### src/rtl/alu_pkg.sv
// Shared ALU opcode encoding, execute-stage state type and opcode class decode.
package alu_pkg;

  localparam logic [4:0] OP_ADD = 5'd1;
  localparam logic [4:0] OP_SUB = 5'd2;
  localparam logic [4:0] OP_MUL = 5'd3;
  localparam logic [4:0] OP_MOV = 5'd4;
  localparam logic [4:0] OP_DIV = 5'd5;
  localparam logic [4:0] OP_AND = 5'd9;
  localparam logic [4:0] OP_OR  = 5'd10;
  localparam logic [4:0] OP_XOR = 5'd11;
  localparam logic [4:0] OP_NOT = 5'd12;
  localparam logic [4:0] OP_LDR = 5'd17;
  localparam logic [4:0] OP_STR = 5'd19;
  localparam logic [4:0] OP_JE  = 5'd25;
  localparam logic [4:0] OP_JNE = 5'd26;
  localparam logic [4:0] OP_JG  = 5'd27;
  localparam logic [4:0] OP_JGE = 5'd28;
  localparam logic [4:0] OP_JL  = 5'd29;
  localparam logic [4:0] OP_JLE = 5'd30;

  typedef enum logic [1:0] {StIdle, StExec, StDone} exec_state_t;

  typedef struct packed {
    logic       wb_en;
    logic [1:0] mem;      // bit1 = load, bit0 = store
    logic       jump;
    logic       illegal;
  } op_class_t;

  function automatic op_class_t op_class(input logic [4:0] op);
    op_class_t c;
    c = '0;
    case (op)
      OP_ADD, OP_SUB, OP_MUL, OP_MOV, OP_DIV,
      OP_AND, OP_OR, OP_XOR, OP_NOT:            c.wb_en = 1'b1;
      OP_LDR:                                   c.mem = 2'b10;
      OP_STR:                                   c.mem = 2'b01;
      OP_JE, OP_JNE, OP_JG, OP_JGE, OP_JL, OP_JLE: c.jump = 1'b1;
      default:                                  c.illegal = 1'b1;
    endcase
    return c;
  endfunction

endpackage

### src/rtl/alu_latency_ctr.sv
// Loadable down-counter; done is high while the count is zero.
module alu_latency_ctr #(
  parameter int unsigned W = 4
) (
  input  logic         clk,
  input  logic         rst,
  input  logic         clear,
  input  logic         load,
  input  logic [W-1:0] load_val,
  input  logic         en,
  output logic         done
);

  logic [W-1:0] cnt_q;

  always_ff @(posedge clk) begin
    if (rst || clear) begin
      cnt_q <= '0;
    end else if (load) begin
      cnt_q <= load_val;
    end else if (en && (cnt_q != '0)) begin
      cnt_q <= cnt_q - W'(1);
    end
  end

  assign done = (cnt_q == '0);

endmodule

### src/rtl/alu_exec_stage.sv
// Execute-stage sequencer driving the external alu and registering its result.
// Optional out_flags (Z,N) port is enabled by defining ALU_EXEC_STAGE_FLAGS_EN.
module alu_exec_stage
  import alu_pkg::*;
#(
  parameter int unsigned N          = 32,
  parameter int unsigned RD_W       = 4,
  parameter int unsigned MUL_CYCLES = 2,
  parameter int unsigned DIV_CYCLES = 8
) (
  input  logic            clk,
  input  logic            rst,
  input  logic            flush,
  input  logic            in_valid,
  output logic            in_ready,
  input  logic [4:0]      in_op,
  input  logic [N-1:0]    in_a,
  input  logic [N-1:0]    in_b,
  input  logic [RD_W-1:0] in_rd,
  output logic [4:0]      alu_ctrl,
  output logic [N-1:0]    src_A,
  output logic [N-1:0]    src_B,
  input  logic [N-1:0]    alu_result,
  output logic            out_valid,
  input  logic            out_ready,
  output logic [N-1:0]    out_result,
  output logic [RD_W-1:0] out_rd,
  output logic            out_wb_en,
  output logic [1:0]      out_mem,
  output logic            out_jump,
`ifdef ALU_EXEC_STAGE_FLAGS_EN
  output logic [1:0]      out_flags,
`endif
  output logic            out_illegal
);

  exec_state_t     state_q, state_d;
  logic            accept;
  logic            capture;
  logic            cnt_done;
  logic [3:0]      lat_m1;
  logic [RD_W-1:0] rd_q;
  op_class_t       cls;
  logic [N-1:0]    result_d;

  assign in_ready  = !flush && ((state_q == StIdle) || ((state_q == StDone) && out_ready));
  assign accept    = in_valid && in_ready;
  assign capture   = (state_q == StExec) && cnt_done;
  assign out_valid = (state_q == StDone);

  assign cls      = op_class(alu_ctrl);
  assign result_d = cls.illegal ? '0 : alu_result;

  always_comb begin
    lat_m1 = 4'd0;
    if (in_op == OP_MUL) begin
      lat_m1 = 4'(MUL_CYCLES - 1);
    end else if (in_op == OP_DIV) begin
      lat_m1 = 4'(DIV_CYCLES - 1);
    end
  end

  always_comb begin
    state_d = state_q;
    unique case (state_q)
      StIdle:  if (accept) state_d = StExec;
      StExec:  if (cnt_done) state_d = StDone;
      StDone:  if (out_ready) state_d = accept ? StExec : StIdle;
      default: state_d = StIdle;
    endcase
    if (flush) state_d = StIdle;
  end

  always_ff @(posedge clk) begin
    if (rst) begin
      state_q <= StIdle;
    end else begin
      state_q <= state_d;
    end
  end

  alu_latency_ctr #(
    .W (4)
  ) u_lat_ctr (
    .clk      (clk),
    .rst      (rst),
    .clear    (flush),
    .load     (accept),
    .load_val (lat_m1),
    .en       (state_q == StExec),
    .done     (cnt_done)
  );

  // Drive registers stay put through EXEC and DONE; alu_ctrl parks at 0 when idle.
  always_ff @(posedge clk) begin
    if (rst) begin
      alu_ctrl <= '0;
      src_A    <= '0;
      src_B    <= '0;
      rd_q     <= '0;
    end else if (flush) begin
      alu_ctrl <= '0;
    end else if (accept) begin
      alu_ctrl <= in_op;
      src_A    <= in_a;
      src_B    <= in_b;
      rd_q     <= in_rd;
    end else if ((state_q == StDone) && out_ready) begin
      alu_ctrl <= '0;
    end
  end

  always_ff @(posedge clk) begin
    if (rst) begin
      out_result  <= '0;
      out_rd      <= '0;
      out_wb_en   <= 1'b0;
      out_mem     <= 2'b00;
      out_jump    <= 1'b0;
      out_illegal <= 1'b0;
    end else if (capture && !flush) begin
      out_result  <= result_d;
      out_rd      <= rd_q;
      out_wb_en   <= cls.wb_en;
      out_mem     <= cls.mem;
      out_jump    <= cls.jump;
      out_illegal <= cls.illegal;
    end
  end

`ifdef ALU_EXEC_STAGE_FLAGS_EN
  always_ff @(posedge clk) begin
    if (rst || flush) begin
      out_flags <= 2'b00;
    end else if (capture) begin
      out_flags <= {(result_d == '0), result_d[N-1]};
    end
  end
`endif

endmodule

### config.mk
export PLATFORM = sky130hd
export DESIGN_NAME = alu_exec_stage
export DESIGN_NICKNAME = d
export VERILOG_FILES = /design/src/rtl/alu_pkg.sv /design/src/rtl/alu_latency_ctr.sv /design/src/rtl/alu_exec_stage.sv
export SDC_FILE = /design/constraint.sdc
export NUM_CORES = 1
export LEC_CHECK = 0
export ABC_CLOCK_PERIOD_IN_PS = 3050
export CORE_MARGIN = 2
export CORE_UTILIZATION = 35
export CTS_CLUSTER_DIAMETER = 120
export DETAILED_ROUTE_END_ITERATION = 8
export PLACE_DENSITY = 0.73
export SLEW_MARGIN = 20
export SYNTH_ARGS = -nofsm -noshare
export SYNTH_HDL_FRONTEND = slang
export SYNTH_SLANG_ARGS = --single-unit
### constraint.sdc
create_clock -name clk -period 3.05 [get_ports clk]
set_input_delay 0.61 -clock clk [delete_from_list [all_inputs] [get_ports clk]]
set_output_delay 0.61 -clock clk [all_outputs]
set_load 0.01 [all_outputs]
==> report_table.html, run 1 <==
<table>
<tr><th>Metric</th><th>Value</th></tr>
<tr><th colspan="2">Setup path</th></tr>
<tr><td>Endpoint of the lowest-slack register-to-register path</td><td>out_result[1]</td></tr>
<tr><td>Critical path type</td><td>input port to output pin</td></tr>
<tr><td>Worst reg2reg path depth</td><td>7</td></tr>
<tr><td>CP endpoint</td><td>in_ready</td></tr>
<tr><td>Nature of the critical path endpoint</td><td>output pin</td></tr>
<tr><td>Crit-path slowest cell</td><td>sky130_fd_sc_hd__clkdlybuf4s50_1</td></tr>
<tr><td>Worst setup path start</td><td>flush</td></tr>
<tr><td>Type of element launching the critical path</td><td>input port</td></tr>
<tr><td>Largest incremental delay on the critical path</td><td>560 ps</td></tr>
<tr><td>Data required time of the worst path</td><td>2440 ps</td></tr>
<tr><td>Most used cell, CP</td><td>sky130_fd_sc_hd__clkdlybuf4s50_1</td></tr>
<tr><td>R2r startpoint</td><td>u_lat_ctr.cnt_q[0]</td></tr>
<tr><td>Critical path cell sequence</td><td>clkdlybuf4s50_1 &gt; nor2_1 &gt; and2_1 &gt; clkdlybuf4s50_1</td></tr>
<tr><td>Crit-path max FO</td><td>5</td></tr>
<tr><td>Signal arrival time at the worst endpoint</td><td>2060 ps</td></tr>
<tr><td>Register-to-register setup slack</td><td>1080 ps</td></tr>
<tr><th colspan="2">Synth</th></tr>
<tr><td>Cell types with the largest area share after synthesis</td><td>sky130_fd_sc_hd__dfxtp_1 57%, sky130_fd_sc_hd__nand2_1 14%, sky130_fd_sc_hd__a21oi_1 9.5%, sky130_fd_sc_hd__a22o_1 6.6%, sky130_fd_sc_hd__clkbuf_1 2.0%</td></tr>
<tr><td>Share of the synthesized area in the top cell type</td><td>0.569</td></tr>
<tr><td>Avg Cell Area, Syn</td><td>8.80 µm²</td></tr>
<tr><td>Number of enable-type register cells in the synthesized netlist</td><td>0</td></tr>
<tr><td>Gate Count Post-Synth</td><td>480</td></tr>
<tr><td>Count of distinct cell types in the synthesized netlist</td><td>38</td></tr>
<tr><td>Net count after synthesis</td><td>591</td></tr>
<tr><td>Flip-flop and latch count after synthesis</td><td>120</td></tr>
<tr><td>Number of warnings reported in the yosys synthesis log</td><td>0</td></tr>
<tr><td>Ys flop type</td><td>sky130_fd_sc_hd__dfxtp_1</td></tr>
<tr><td>Post-synthesis cell type with the largest combined area</td><td>sky130_fd_sc_hd__dfxtp_1</td></tr>
<tr><td>Most instantiated cells after synthesis</td><td>152 x sky130_fd_sc_hd__nand2_1, 120 x sky130_fd_sc_hd__dfxtp_1, 80 x sky130_fd_sc_hd__a21oi_1, 32 x sky130_fd_sc_hd__a22o_1, 22 x sky130_fd_sc_hd__clkbuf_1</td></tr>
<tr><td>Share of the yosys chip area belonging to registers</td><td>0.569</td></tr>
<tr><td>Post-synthesis async set-or-reset flop share</td><td>0</td></tr>
<tr><td>Post-Synthesis Cell Area</td><td>~0.0042 mm²</td></tr>
<tr><td>Count leader, synth</td><td>sky130_fd_sc_hd__nand2_1</td></tr>
<tr><th colspan="2">GRT</th></tr>
<tr><td>Met2 usage in global routing</td><td>0.327</td></tr>
<tr><td>Aggregate global-route resource usage</td><td>0.188</td></tr>
<tr><td>GRT met3 Usage</td><td>0.0584</td></tr>
<tr><td>Vias in the first global route</td><td>4,049</td></tr>
<tr><td>Maximum number of pins on one net before global-route repair</td><td>77</td></tr>
<tr><td>Total gr overflow</td><td>0</td></tr>
<tr><td>Routing usage on met1</td><td>0.207</td></tr>
<tr><td>Most Used Layer, Global Route</td><td>met2</td></tr>
<tr><td>Number of antenna violations at the first check in global routing</td><td>0</td></tr>
<tr><td>Global-route wire length before repair</td><td>19.2 mm</td></tr>
<tr><th colspan="2">Clocking</th></tr>
<tr><td>Clk Tree Root Cell</td><td>sky130_fd_sc_hd__clkbuf_16</td></tr>
<tr><td>Clk pin slew, worst setup/hold paths</td><td>50 ps</td></tr>
<tr><td>CTS HTree Levels</td><td>4</td></tr>
<tr><td>Buffers inserted during post-CTS setup optimization</td><td>0</td></tr>
<tr><td>Clock latency of the later-clocked register in the worst-skew pair</td><td>roughly 400 ps</td></tr>
<tr><td>Number of buffers on the longest clock path</td><td>2</td></tr>
<tr><td>Hold buffer count at cts</td><td>0</td></tr>
<tr><td>TritonCTS clock tree</td><td>yes</td></tr>
<tr><td>Number of cells upsized or downsized after cts</td><td>0</td></tr>
<tr><td>Cts bufs inserted</td><td>17</td></tr>
<tr><td>Sink count of the clock tree</td><td>120</td></tr>
<tr><th colspan="2">Timing</th></tr>
<tr><td>Total negative slack</td><td>0 ps</td></tr>
<tr><td>Setup slack of the critical path after layout</td><td>381 ps</td></tr>
<tr><td>Share of the clock period used by the worst path after layout</td><td>0.875</td></tr>
<tr><td>Maximum frequency from static timing analysis</td><td>~0.37 GHz</td></tr>
<tr><td>Min Clock Period, post-route</td><td>between 2000 and 3000 ps</td></tr>
<tr><td>Count of final hold-check violations</td><td>0</td></tr>
<tr><td>Final-report max-slew violation count</td><td>0</td></tr>
<tr><td>Setup Skew</td><td>between 5 and 6 ps</td></tr>
<tr><td>Unrepaired setup endpoints after global routing</td><td>no</td></tr>
<tr><td>Total setup violations reported at the end of the flow</td><td>0</td></tr>
<tr><td>Actual transition at the worst max-transition pin</td><td>777 ps</td></tr>
<tr><td>Max_slew headroom</td><td>0.482</td></tr>
<tr><th colspan="2">Placement</th></tr>
<tr><td>Final weighted congestion in routability-driven placement</td><td>0.809</td></tr>
<tr><td>HPWL after DPL</td><td>8.96 mm</td></tr>
<tr><td>Worst Setup Slack post-DPL</td><td>373 ps</td></tr>
<tr><td>Number of input and output port buffers inserted</td><td>221</td></tr>
<tr><th colspan="2">Route</th></tr>
<tr><td>Vias</td><td>4,130</td></tr>
<tr><td>Routed wirelength normalized by instance count</td><td>roughly 15 µm</td></tr>
<tr><td>First-iteration detailed-routing DRC count</td><td>193</td></tr>
<tr><td>Vias per inst</td><td>~4.9</td></tr>
<tr><td>Total length of routed wires</td><td>12.3 mm</td></tr>
<tr><td>Final ANT Viol Nets</td><td>0</td></tr>
<tr><td>Post-route DRC violation count</td><td>0</td></tr>
<tr><td>Iteration count of the initial detailed-routing pass</td><td>4</td></tr>
<tr><th colspan="2">Power and ir drop</th></tr>
<tr><td>Sw Pwr</td><td>a little over 800 µW</td></tr>
<tr><td>Relative contribution of the clock network to total power</td><td>0.481</td></tr>
<tr><td>Proportion of power drawn by combinational gates</td><td>0.102</td></tr>
<tr><td>Seq pwr share</td><td>0.416</td></tr>
<tr><td>Power density over cell area</td><td>555 mW/mm²</td></tr>
<tr><td>Proportion of total power due to net switching</td><td>0.207</td></tr>
<tr><td>Worst VDD drop</td><td>0.302 mV</td></tr>
<tr><td>Cell leakage power</td><td>0.00258 µW</td></tr>
<tr><td>Internal portion of total power</td><td>3130 µW</td></tr>
<tr><th colspan="2">Die</th></tr>
<tr><td>Die Width</td><td>114 µm</td></tr>
<tr><td>Y dimension of the die</td><td>114 µm</td></tr>
<tr><td>I/O Pins</td><td>approximately 220</td></tr>
<tr><td>Effective utilization at floorplan</td><td>0.355</td></tr>
<tr><td>Area of the core region</td><td>0.0119 mm²</td></tr>
<tr><td>FP Rows</td><td>40</td></tr>
<tr><td>Floorplan die area</td><td>0.0130 mm²</td></tr>
<tr><th colspan="2">Cells and area</th></tr>
<tr><td>P&amp;R area growth vs syn</td><td>68.6%</td></tr>
<tr><td>Number of nets in the final layout</td><td>approximately 800</td></tr>
<tr><td>Diode count</td><td>0</td></tr>
<tr><td>Share of final-layout standard cells stronger than drive strength 1</td><td>0.0657</td></tr>
<tr><th colspan="2">Status</th></tr>
<tr><td>Status</td><td>finished clean</td></tr>
<tr><th colspan="2">Flow run</th></tr>
<tr><td># Max-Cap Violations</td><td>0</td></tr>
<tr><th colspan="2">Worst hold path</th></tr>
<tr><td>Worst hold path class</td><td>flop to flop</td></tr>
</table>
-- registers in the layout, indices dropped and copies added (netlist names) --
name	count
out_jump	1
rd_q	4
alu_ctrl	5
src_A	32
state_q	2
out_mem	2
out_illegal	1
out_result	32
out_wb_en	1
out_rd	4
src_B	32
u_lat_ctr.cnt_q	4
-- critical path: cells and delay by family --
kind / cells / cell delay, ps
buffers and inverters: 2 / 1040
AND/OR/NAND/NOR: 2 / 390
-- power by group through the flow --
stage	sequential (µW)	combinational, µW	clock (µW)
floorplan	1690	122	0
global placement	1670	399	0
detailed placement	1680	406	0
CTS	1640	409	1950
global route	1650	437	2030
finish	1640	404	1900
-- how the worst min path moves through the flow --
stage | from | to | slack, ps | depth (start not counted)
floorplan | rd_q[0] | out_rd[0] | 430 | 2
global placement | rd_q[0] | out_rd[0] | 440 | 2
detailed placement | src_A[20] | src_A[20] | 450 | 2
CTS | src_A[20] | src_A[20] | 450 | 2
global route | out_mem[0] | out_mem[0] | 460 | 2
finish | src_A[20] | src_A[20] | 450 | 2
-- cell families (layout without fill, tap and decap cells) --
logic type	count (synthesis)	after routing	synth area share
buffers and inverters	37	257	0.0364
XOR/XNOR	3	3	0.00622
adder cells (fa/ha/maj)	1	1	0.00296
AO/OA/AOI/OAI	123	123	0.181
multiplexers	2	2	0.00503
AND/OR/NAND/NOR	194	194	0.200
flip-flops	120	120	0.569
-- area by class of cell --
type | count | area, µm²
well taps | 147 | 184
flip-flops and latches | 120 | 2400
inverters | 3 | 11.3
repair buffers | 228 | 2270
clock buffers | 22 | 494
clock inverters | 4 | 70.1
fillers | 1037 | 4790
multi-input cells | 323 | 1690
-- layout by cell type (no fill, tap or decap), types with 4 or more instances in the layout --
| cell type | n |
|---|---|
| sky130_fd_sc_hd__a22o_1 | 32 |
| sky130_fd_sc_hd__nand2b_1 | 4 |
| sky130_fd_sc_hd__clkdlybuf4s50_1 | 220 |
| sky130_fd_sc_hd__dfxtp_1 | 120 |
| sky130_fd_sc_hd__clkbuf_8 | 5 |
| sky130_fd_sc_hd__nor3_1 | 5 |
| sky130_fd_sc_hd__buf_4 | 6 |
| sky130_fd_sc_hd__nand2_1 | 152 |
| sky130_fd_sc_hd__a22oi_1 | 5 |
| sky130_fd_sc_hd__a21oi_1 | 80 |
| sky130_fd_sc_hd__nor2_1 | 9 |
| sky130_fd_sc_hd__clkbuf_16 | 17 |
-- layer usage --
metal / part of all wire / vias up
met4: 0.035 / 0
li1: - / 2047
met1: 0.41 / 1904
met5: 0 / -
met3: 0.066 / 34
met2: 0.49 / 145
-- through the flow --
stage / std cells / utilization / hold WS [ps] / instance area, µm² / power (µW)
detailed placement: 821 / 0.551 / 446 / 6560 / 2080
global route: 847 / 0.598 / 465 / 7130 / 4120
finish: 847 / 0.598 / 451 / 7130 / 3950
global placement: 821 / 0.550 / 436 / 6560 / 2070
floorplan: 480 / - / 432 / 4230 / 1810
CTS: 847 / 0.598 / 453 / 7130 / 4000
Power figures use the tool's default switching activity.
==> run 2: changes to the inputs <==
--- a/config.mk
+++ b/config.mk
@@ -6,12 +6,16 @@
 export NUM_CORES = 1
 export LEC_CHECK = 0
 export ABC_CLOCK_PERIOD_IN_PS = 3050
+export CELL_PAD_IN_SITES_DETAIL_PLACEMENT = 1
+export CELL_PAD_IN_SITES_GLOBAL_PLACEMENT = 1
 export CORE_MARGIN = 2
-export CORE_UTILIZATION = 35
+export CORE_UTILIZATION = 30
 export CTS_CLUSTER_DIAMETER = 120
 export DETAILED_ROUTE_END_ITERATION = 8
-export PLACE_DENSITY = 0.73
+export PLACE_DENSITY_LB_ADDON = 0.1
+export SETUP_SLACK_MARGIN = 0.1
 export SLEW_MARGIN = 20
 export SYNTH_ARGS = -nofsm -noshare
 export SYNTH_HDL_FRONTEND = slang
 export SYNTH_SLANG_ARGS = --single-unit
+export TNS_END_PERCENT = 30
==> report_table.html, run 2 (synthesis gave the netlist of run 1 again) <==
<table>
<tr><th>Metric</th><th>Value</th></tr>
<tr><th colspan="2">Die</th></tr>
<tr><td>Area of the core region</td><td>0.0138 mm² (+16%)</td></tr>
<tr><td>Effective utilization at floorplan</td><td>0.306 (-0.0491)</td></tr>
<tr><td>Y dimension of the die</td><td>123 µm (+7.7%)</td></tr>
<tr><td>I/O Pins</td><td>222 (unchanged)</td></tr>
<tr><td>Die Width</td><td>123 µm (+7.7%)</td></tr>
<tr><td>Floorplan die area</td><td>0.0150 mm² (+16%)</td></tr>
<tr><td>FP Rows</td><td>43 (+7.5%)</td></tr>
<tr><th colspan="2">Route</th></tr>
<tr><td>Final ANT Viol Nets</td><td>0 (unchanged)</td></tr>
<tr><td>Vias</td><td>4,182 (+1.3%)</td></tr>
<tr><td>Vias per inst</td><td>4.71 (-3.3%)</td></tr>
<tr><td>Total length of routed wires</td><td>14.3 mm (+16%)</td></tr>
<tr><td>Iteration count of the initial detailed-routing pass</td><td>5 (+1)</td></tr>
<tr><td>First-iteration detailed-routing DRC count</td><td>152 (-21%)</td></tr>
<tr><td>Post-route DRC violation count</td><td>0 (unchanged)</td></tr>
<tr><td>Routed wirelength normalized by instance count</td><td>16.2 µm (+11%)</td></tr>
<tr><th colspan="2">Setup path</th></tr>
<tr><td>R2r startpoint</td><td>u_lat_ctr.cnt_q[0]</td></tr>
<tr><td>Crit-path slowest cell</td><td>sky130_fd_sc_hd__clkdlybuf4s50_1</td></tr>
<tr><td>Worst setup path start</td><td>flush</td></tr>
<tr><td>Signal arrival time at the worst endpoint</td><td>2110 ps (+50 ps)</td></tr>
<tr><td>Nature of the critical path endpoint</td><td>output pin</td></tr>
<tr><td>Crit-path max FO</td><td>5 (unchanged)</td></tr>
<tr><td>Critical path cell sequence</td><td>clkdlybuf4s50_1 &gt; nor2_1 &gt; and2_1 &gt; clkdlybuf4s50_1</td></tr>
<tr><td>Data required time of the worst path</td><td>2440 ps (about the same)</td></tr>
<tr><td>Largest incremental delay on the critical path</td><td>550 ps (about the same)</td></tr>
<tr><td>Critical path type</td><td>input port to output pin</td></tr>
<tr><td>Most used cell, CP</td><td>sky130_fd_sc_hd__clkdlybuf4s50_1</td></tr>
<tr><td>Type of element launching the critical path</td><td>input port</td></tr>
<tr><th colspan="2">Timing</th></tr>
<tr><td>Actual transition at the worst max-transition pin</td><td>860 ps (+82.7 ps)</td></tr>
<tr><td>Setup Skew</td><td>8.87 ps (+3.51 ps)</td></tr>
<tr><td>Total negative slack</td><td>0 ps (unchanged)</td></tr>
<tr><td>Count of final hold-check violations</td><td>0 (unchanged)</td></tr>
<tr><td>Share of the clock period used by the worst path after layout</td><td>0.891 (+0.0161)</td></tr>
<tr><td>Max_slew headroom</td><td>0.427 (-0.0551)</td></tr>
<tr><td>Unrepaired setup endpoints after global routing</td><td>no</td></tr>
<tr><td>Min Clock Period, post-route</td><td>2720 ps (+49.2 ps)</td></tr>
<tr><td>Final-report max-slew violation count</td><td>0 (unchanged)</td></tr>
<tr><td>Total setup violations reported at the end of the flow</td><td>0 (unchanged)</td></tr>
<tr><td>Maximum frequency from static timing analysis</td><td>0.368 GHz (-1.8%)</td></tr>
<tr><th colspan="2">Clocking</th></tr>
<tr><td>CTS HTree Levels</td><td>4 (unchanged)</td></tr>
<tr><td>Clk Tree Root Cell</td><td>sky130_fd_sc_hd__clkbuf_16</td></tr>
<tr><td>TritonCTS clock tree</td><td>yes</td></tr>
<tr><td>Buffers inserted during post-CTS setup optimization</td><td>0 (unchanged)</td></tr>
<tr><td>Hold buffer count at cts</td><td>0 (unchanged)</td></tr>
<tr><td>Number of cells upsized or downsized after cts</td><td>0 (unchanged)</td></tr>
<tr><td>Clk pin slew, worst setup/hold paths</td><td>50 ps (about the same)</td></tr>
<tr><td>Number of buffers on the longest clock path</td><td>2 (unchanged)</td></tr>
<tr><td>Clock latency of the later-clocked register in the worst-skew pair</td><td>410 ps (about the same)</td></tr>
<tr><td>Sink count of the clock tree</td><td>120 (unchanged)</td></tr>
<tr><td>Cts bufs inserted</td><td>17 (unchanged)</td></tr>
<tr><th colspan="2">Cells and area</th></tr>
<tr><td>P&amp;R area growth vs syn</td><td>70.7%</td></tr>
<tr><td>Filler cell count in the final layout</td><td>1,603 (+55%)</td></tr>
<tr><td>Share of final-layout standard cells stronger than drive strength 1</td><td>0.0707 (+0.00501)</td></tr>
<tr><td>Biggest registers after layout</td><td>out_result x32, src_A x32, src_B x32</td></tr>
<tr><td>Combined area of the multi-input logic cells</td><td>0.00169 mm² (-0.30%)</td></tr>
<tr><td>Highest-count cells in the layout ignoring fill and taps</td><td>220 x sky130_fd_sc_hd__clkdlybuf4s50_1, 152 x sky130_fd_sc_hd__nand2_1, 120 x sky130_fd_sc_hd__dfxtp_1</td></tr>
<tr><td>Diode count</td><td>0 (unchanged)</td></tr>
<tr><td>Commonest non-fill, non-tap cell in the layout</td><td>sky130_fd_sc_hd__clkdlybuf4s50_1</td></tr>
<tr><td>Area taken by flip-flops and latches</td><td>0.00240 mm² (unchanged)</td></tr>
<tr><td>Final non-filler cell total</td><td>887 (+4.7%)</td></tr>
<tr><td>Number of nets in the final layout</td><td>805 (+0.12%)</td></tr>
<tr><td>Post-layout util</td><td>0.522 (-0.0765)</td></tr>
<tr><th colspan="2">GRT</th></tr>
<tr><td>Aggregate global-route resource usage</td><td>0.189 (+0.00116)</td></tr>
<tr><td>Vias in the first global route</td><td>4,288 (+5.9%)</td></tr>
<tr><td>Number of antenna violations at the first check in global routing</td><td>0 (unchanged)</td></tr>
<tr><td>Maximum number of pins on one net before global-route repair</td><td>80 (+3.9%)</td></tr>
<tr><td>Total gr overflow</td><td>0 (unchanged)</td></tr>
<tr><td>Global-route wire length before repair</td><td>22.0 mm (+15%)</td></tr>
<tr><th colspan="2">Power and ir drop</th></tr>
<tr><td>Cell leakage power</td><td>0.00260 µW (+0.85%)</td></tr>
<tr><td>Power density over cell area</td><td>568 mW/mm² (+2.5%)</td></tr>
<tr><td>Worst VDD drop</td><td>0.310 mV (+2.4%)</td></tr>
<tr><th colspan="2">Worst hold path</th></tr>
<tr><td>Worst hold path class</td><td>flop to flop</td></tr>
<tr><td>Launch instance of the worst min-delay path</td><td>out_jump</td></tr>
<tr><th colspan="2">Placement</th></tr>
<tr><td>Number of input and output port buffers inserted</td><td>221 (unchanged)</td></tr>
<tr><td>Placed Cells</td><td>855 (+4.1%)</td></tr>
<tr><td>Final weighted congestion in routability-driven placement</td><td>0.759 (-6.1%)</td></tr>
<tr><td>HPWL after DPL</td><td>10.1 mm (+13%)</td></tr>
<tr><th colspan="2">Flow run</th></tr>
<tr><td># Max-Cap Violations</td><td>0 (unchanged)</td></tr>
<tr><th colspan="2">Status</th></tr>
<tr><td>Status</td><td>finished clean</td></tr>
</table>
## run 2: final timing paths
kind / to / slack, ps / cells after the start
setup / recovery: in_ready / 330 / 4
hold reg to reg: out_jump / 450 / 2
hold / removal: out_jump / 450 / 2
setup reg to reg: out_result[5] / 990 / 7
## run 2: routing by layer
metal	GRT usage	up-vias	routed length, µm
met4	0.0690	0	279
met5	0	-	0
met2	0.331	134	7250
li1	-	2048	-
met1	0.214	1980	5800
met3	0.0623	20	1010
## run 2: where the power goes
| part | switching, µW | leakage (µW) | internal (µW) | total, µW |
|---|---|---|---|---|
| sequential | 26.4 | 0.000975 | 1620 | 1640 |
| clock | 681 | 0.000300 | 1360 | 2050 |
| combinational | 171 | 0.00133 | 241 | 412 |
## run 2: area by class of cell
class | instances | area share
clock inverters | 8 | 0.0163
well taps | 180 | 0.0312
repair buffers | 229 | 0.316
clock buffers | 24 | 0.0682
flip-flops and latches | 120 | 0.333
inverters | 3 | 0.00156
multi-input cells | 323 | 0.234
## run 2: stage by stage
stage	setup slack [ps]	power (µW)	hold slack (ps)	instance area, µm²
floorplan	1060	1810	432	4230
global placement	387	2080	436	6610
detailed placement	338	2090	448	6610
CTS	338	4160	454	7210
global route	245	4260	475	7210
finish	332	4100	447	7210
## run 2: critical path, delay by kind of cell
kind	cells	cell delay (ps)
buffers and inverters	2	1060
AND/OR/NAND/NOR	2	440
==> run 3: changes to the inputs <==
==> constraint.sdc (replaced) <==
create_clock -name clk -period 3.05 [get_ports clk]
set_input_delay 0.4575 -clock clk [delete_from_list [all_inputs] [get_ports clk]]
set_output_delay 0.4575 -clock clk [all_outputs]
set_load 0.01 [all_outputs]
==> report_table.html, run 3 (synthesis gave the netlist of run 1 again) <==
<table>
<tr><th>Metric</th><th>Value</th></tr>
<tr><th colspan="2">Status</th></tr>
<tr><td>Status</td><td>finished clean</td></tr>
<tr><th colspan="2">Clocking</th></tr>
<tr><td>CTS HTree Levels</td><td>4 (unchanged)</td></tr>
<tr><td>Cts bufs inserted</td><td>17 (unchanged)</td></tr>
<tr><td>Hold buffer count at cts</td><td>0 (unchanged)</td></tr>
<tr><td>Sink count of the clock tree</td><td>120 (unchanged)</td></tr>
<tr><td>Buffers inserted during post-CTS setup optimization</td><td>0 (unchanged)</td></tr>
<tr><td>TritonCTS clock tree</td><td>yes</td></tr>
<tr><td>Clock latency of the later-clocked register in the worst-skew pair</td><td>410 ps (about the same)</td></tr>
<tr><td>Clk pin slew, worst setup/hold paths</td><td>50 ps (about the same)</td></tr>
<tr><td>Clk Tree Root Cell</td><td>sky130_fd_sc_hd__clkbuf_16</td></tr>
<tr><td>Number of buffers on the longest clock path</td><td>2 (unchanged)</td></tr>
<tr><td>Number of cells upsized or downsized after cts</td><td>0 (unchanged)</td></tr>
<tr><th colspan="2">Setup path</th></tr>
<tr><td>R2r startpoint</td><td>u_lat_ctr.cnt_q[0]</td></tr>
<tr><td>Register-to-register setup slack</td><td>1020 ps (+30 ps)</td></tr>
<tr><td>Critical path type</td><td>input port to output pin</td></tr>
<tr><td>Worst setup path start</td><td>flush</td></tr>
<tr><td>Critical path cell sequence</td><td>clkdlybuf4s50_1 &gt; nor2_1 &gt; and2_1 &gt; clkdlybuf4s50_1</td></tr>
<tr><td>Signal arrival time at the worst endpoint</td><td>1940 ps (-170 ps)</td></tr>
<tr><td>Crit-path max FO</td><td>5 (unchanged)</td></tr>
<tr><td>Nature of the critical path endpoint</td><td>output pin</td></tr>
<tr><td>Sum of buffers and inverters on the critical path</td><td>2 (unchanged)</td></tr>
<tr><td>Largest incremental delay on the critical path</td><td>540 ps (about the same)</td></tr>
<tr><td>Crit-path slowest cell</td><td>sky130_fd_sc_hd__clkdlybuf4s50_1</td></tr>
<tr><td>Most used cell, CP</td><td>sky130_fd_sc_hd__clkdlybuf4s50_1</td></tr>
<tr><td>Endpoint of the lowest-slack register-to-register path</td><td>out_result[26]</td></tr>
<tr><td>Crit-path leading delay family</td><td>buffers and inverters</td></tr>
<tr><td>Type of element launching the critical path</td><td>input port</td></tr>
<tr><td>Worst reg2reg path depth</td><td>7 (unchanged)</td></tr>
<tr><td>Data required time of the worst path</td><td>2590 ps (+150 ps)</td></tr>
<tr><th colspan="2">Timing</th></tr>
<tr><td>Unrepaired setup endpoints after global routing</td><td>no</td></tr>
<tr><td>Max_slew headroom</td><td>0.497 (+0.0708)</td></tr>
<tr><td>Actual transition at the worst max-transition pin</td><td>754 ps (-106 ps)</td></tr>
<tr><td>Setup Skew</td><td>4.27 ps (-4.60 ps)</td></tr>
<tr><td>Post-Route Hold Slack</td><td>383 ps (-64.0 ps)</td></tr>
<tr><td>Total setup violations reported at the end of the flow</td><td>0 (unchanged)</td></tr>
<tr><td>Maximum frequency from static timing analysis</td><td>0.418 GHz (+14%)</td></tr>
<tr><td>Total negative slack</td><td>0 ps (unchanged)</td></tr>
<tr><td>Final-report max-slew violation count</td><td>0 (unchanged)</td></tr>
<tr><td>Min Clock Period, post-route</td><td>2390 ps (-324 ps)</td></tr>
<tr><td>Count of final hold-check violations</td><td>0 (unchanged)</td></tr>
<tr><td>Share of the clock period used by the worst path after layout</td><td>0.785 (-0.106)</td></tr>
<tr><th colspan="2">Cells and area</th></tr>
<tr><td>Highest-count cells in the layout ignoring fill and taps</td><td>220 x sky130_fd_sc_hd__clkdlybuf4s50_1, 152 x sky130_fd_sc_hd__nand2_1, 120 x sky130_fd_sc_hd__dfxtp_1</td></tr>
<tr><td>Number of nets in the final layout</td><td>804 (-0.12%)</td></tr>
<tr><td>P&amp;R area growth vs syn</td><td>69.1%</td></tr>
<tr><td>Post-layout util</td><td>0.517 (-0.00489)</td></tr>
<tr><td>Share of final-layout standard cells stronger than drive strength 1</td><td>0.0640 (-0.00671)</td></tr>
<tr><td>Commonest non-fill, non-tap cell in the layout</td><td>sky130_fd_sc_hd__clkdlybuf4s50_1</td></tr>
<tr><td>Biggest registers after layout</td><td>out_result x32, src_A x32, src_B x32</td></tr>
<tr><td>Filler cell count in the final layout</td><td>1,584 (-1.2%)</td></tr>
<tr><td>Diode count</td><td>0 (unchanged)</td></tr>
<tr><th colspan="2">Route</th></tr>
<tr><td>Routed wirelength normalized by instance count</td><td>15.8 µm (-2.1%)</td></tr>
<tr><td>Total length of routed wires</td><td>14.0 mm (-2.6%)</td></tr>
<tr><td>Post-route DRC violation count</td><td>0 (unchanged)</td></tr>
<tr><td>Iteration count of the initial detailed-routing pass</td><td>4 (-1)</td></tr>
<tr><td>First-iteration detailed-routing DRC count</td><td>165 (+8.6%)</td></tr>
<tr><td>Final ANT Viol Nets</td><td>0 (unchanged)</td></tr>
<tr><td>Vias per inst</td><td>4.72 (about the same)</td></tr>
<tr><td>Vias</td><td>4,166 (-0.38%)</td></tr>
<tr><th colspan="2">Worst hold path</th></tr>
<tr><td>Number of stages on the worst hold path</td><td>2 (unchanged)</td></tr>
<tr><td>Worst hold path class</td><td>input port to flop</td></tr>
<tr><td>Endpoint of the worst hold path</td><td>out_jump</td></tr>
<tr><td>Launch instance of the worst min-delay path</td><td>rst</td></tr>
<tr><th colspan="2">Die</th></tr>
<tr><td>Effective utilization at floorplan</td><td>0.306 (unchanged)</td></tr>
<tr><td>FP Rows</td><td>43 (unchanged)</td></tr>
<tr><td>Floorplan die area</td><td>0.0150 mm² (unchanged)</td></tr>
<tr><td>Y dimension of the die</td><td>123 µm (unchanged)</td></tr>
<tr><td>I/O Pins</td><td>222 (unchanged)</td></tr>
<tr><td>Die Width</td><td>123 µm (unchanged)</td></tr>
<tr><td>Area of the core region</td><td>0.0138 mm² (unchanged)</td></tr>
<tr><th colspan="2">GRT</th></tr>
<tr><td>Vias in the first global route</td><td>4,183 (-2.4%)</td></tr>
<tr><td>Aggregate global-route resource usage</td><td>0.185 (-0.00464)</td></tr>
<tr><td>Met2 usage in global routing</td><td>0.309 (-0.0214)</td></tr>
<tr><td>Most Used Layer, Global Route</td><td>met2</td></tr>
<tr><td>Routing usage on met1</td><td>0.219 (+0.00506)</td></tr>
<tr><td>GRT met3 Usage</td><td>0.0544 (-0.00790)</td></tr>
<tr><td>Number of antenna violations at the first check in global routing</td><td>0 (unchanged)</td></tr>
<tr><td>Maximum number of pins on one net before global-route repair</td><td>74 (-7.5%)</td></tr>
<tr><td>Total gr overflow</td><td>0 (unchanged)</td></tr>
<tr><td>Global-route wire length before repair</td><td>21.2 mm (-3.8%)</td></tr>
<tr><th colspan="2">Placement</th></tr>
<tr><td>Final weighted congestion in routability-driven placement</td><td>0.739 (-2.6%)</td></tr>
<tr><td>Number of input and output port buffers inserted</td><td>221 (unchanged)</td></tr>
<tr><td>HPWL after DPL</td><td>9.86 mm (-2.8%)</td></tr>
<tr><th colspan="2">Power and ir drop</th></tr>
<tr><td>Power density over cell area</td><td>547 mW/mm² (-3.8%)</td></tr>
<tr><td>Cell leakage power</td><td>0.00257 µW (-1.2%)</td></tr>
<tr><td>Worst VDD drop</td><td>0.311 mV (+0.54%)</td></tr>
<tr><td>Power consumption</td><td>3910 µW (-4.7%)</td></tr>
<tr><th colspan="2">Flow run</th></tr>
<tr><td># Max-Cap Violations</td><td>0 (unchanged)</td></tr>
</table>
-- run 3: changes by cell type in the layout (fill, tap and decap cells not counted), sizes merged --
cell,previous run,this run
buf,9,8
bufinv,3,1
clkbuf,24,26
clkinv,4,2
clkinvlp,1,0
-- run 3: final cells by class --
type | instances | area (µm²) | area share
Tap cell | 180 | 225 | 0.0315
Timing Repair Buffer | 228 | 2270 | 0.318
Multi-Input combinational cell | 323 | 1690 | 0.236
Clock inverter | 3 | 40.0 | 0.00560
Clock buffer | 26 | 509 | 0.0713
Sequential cell | 120 | 2400 | 0.336
Inverter | 3 | 11.3 | 0.00158
-- run 3: per-layer routing --
| layer | share of wire | wire length, µm | vias up |
|---|---|---|---|
| met4 | 0.020 | 282 | 0 |
| met5 | 0 | 0 | - |
| met2 | 0.49 | 6820 | 136 |
| met3 | 0.063 | 878 | 23 |
| met1 | 0.43 | 5990 | 1964 |
| li1 | - | - | 2043 |
-- run 3: worst max-delay path by stage --
stage                      endpoint  cells after the start  slack [ps]
after global placement     in_ready                      4         710
after CTS                  in_ready                      4         650
after floorplan           out_wb_en                      7        1180
after global routing       in_ready                      4         560
after detailed placement   in_ready                      4         660
final                      in_ready                      4         660
-- run 3: metrics by stage --
step           std cells  worst slack [ps]  area, µm²
2_1_floorplan        480              1180       4230
3_3_place_gp         854               709       6600
3_5_place_dp         854               658       6600
4_1_cts              883               651       7150
5_1_grt              883               565       7150
6_report             883               656       7150
-- run 3: power breakdown --
group	total, µW	internal (µW)	switching (µW)
Sequential	1640	1620	26.0
Clock	1850	1210	643
Combinational	410	240	171
Total	3910	3070	840
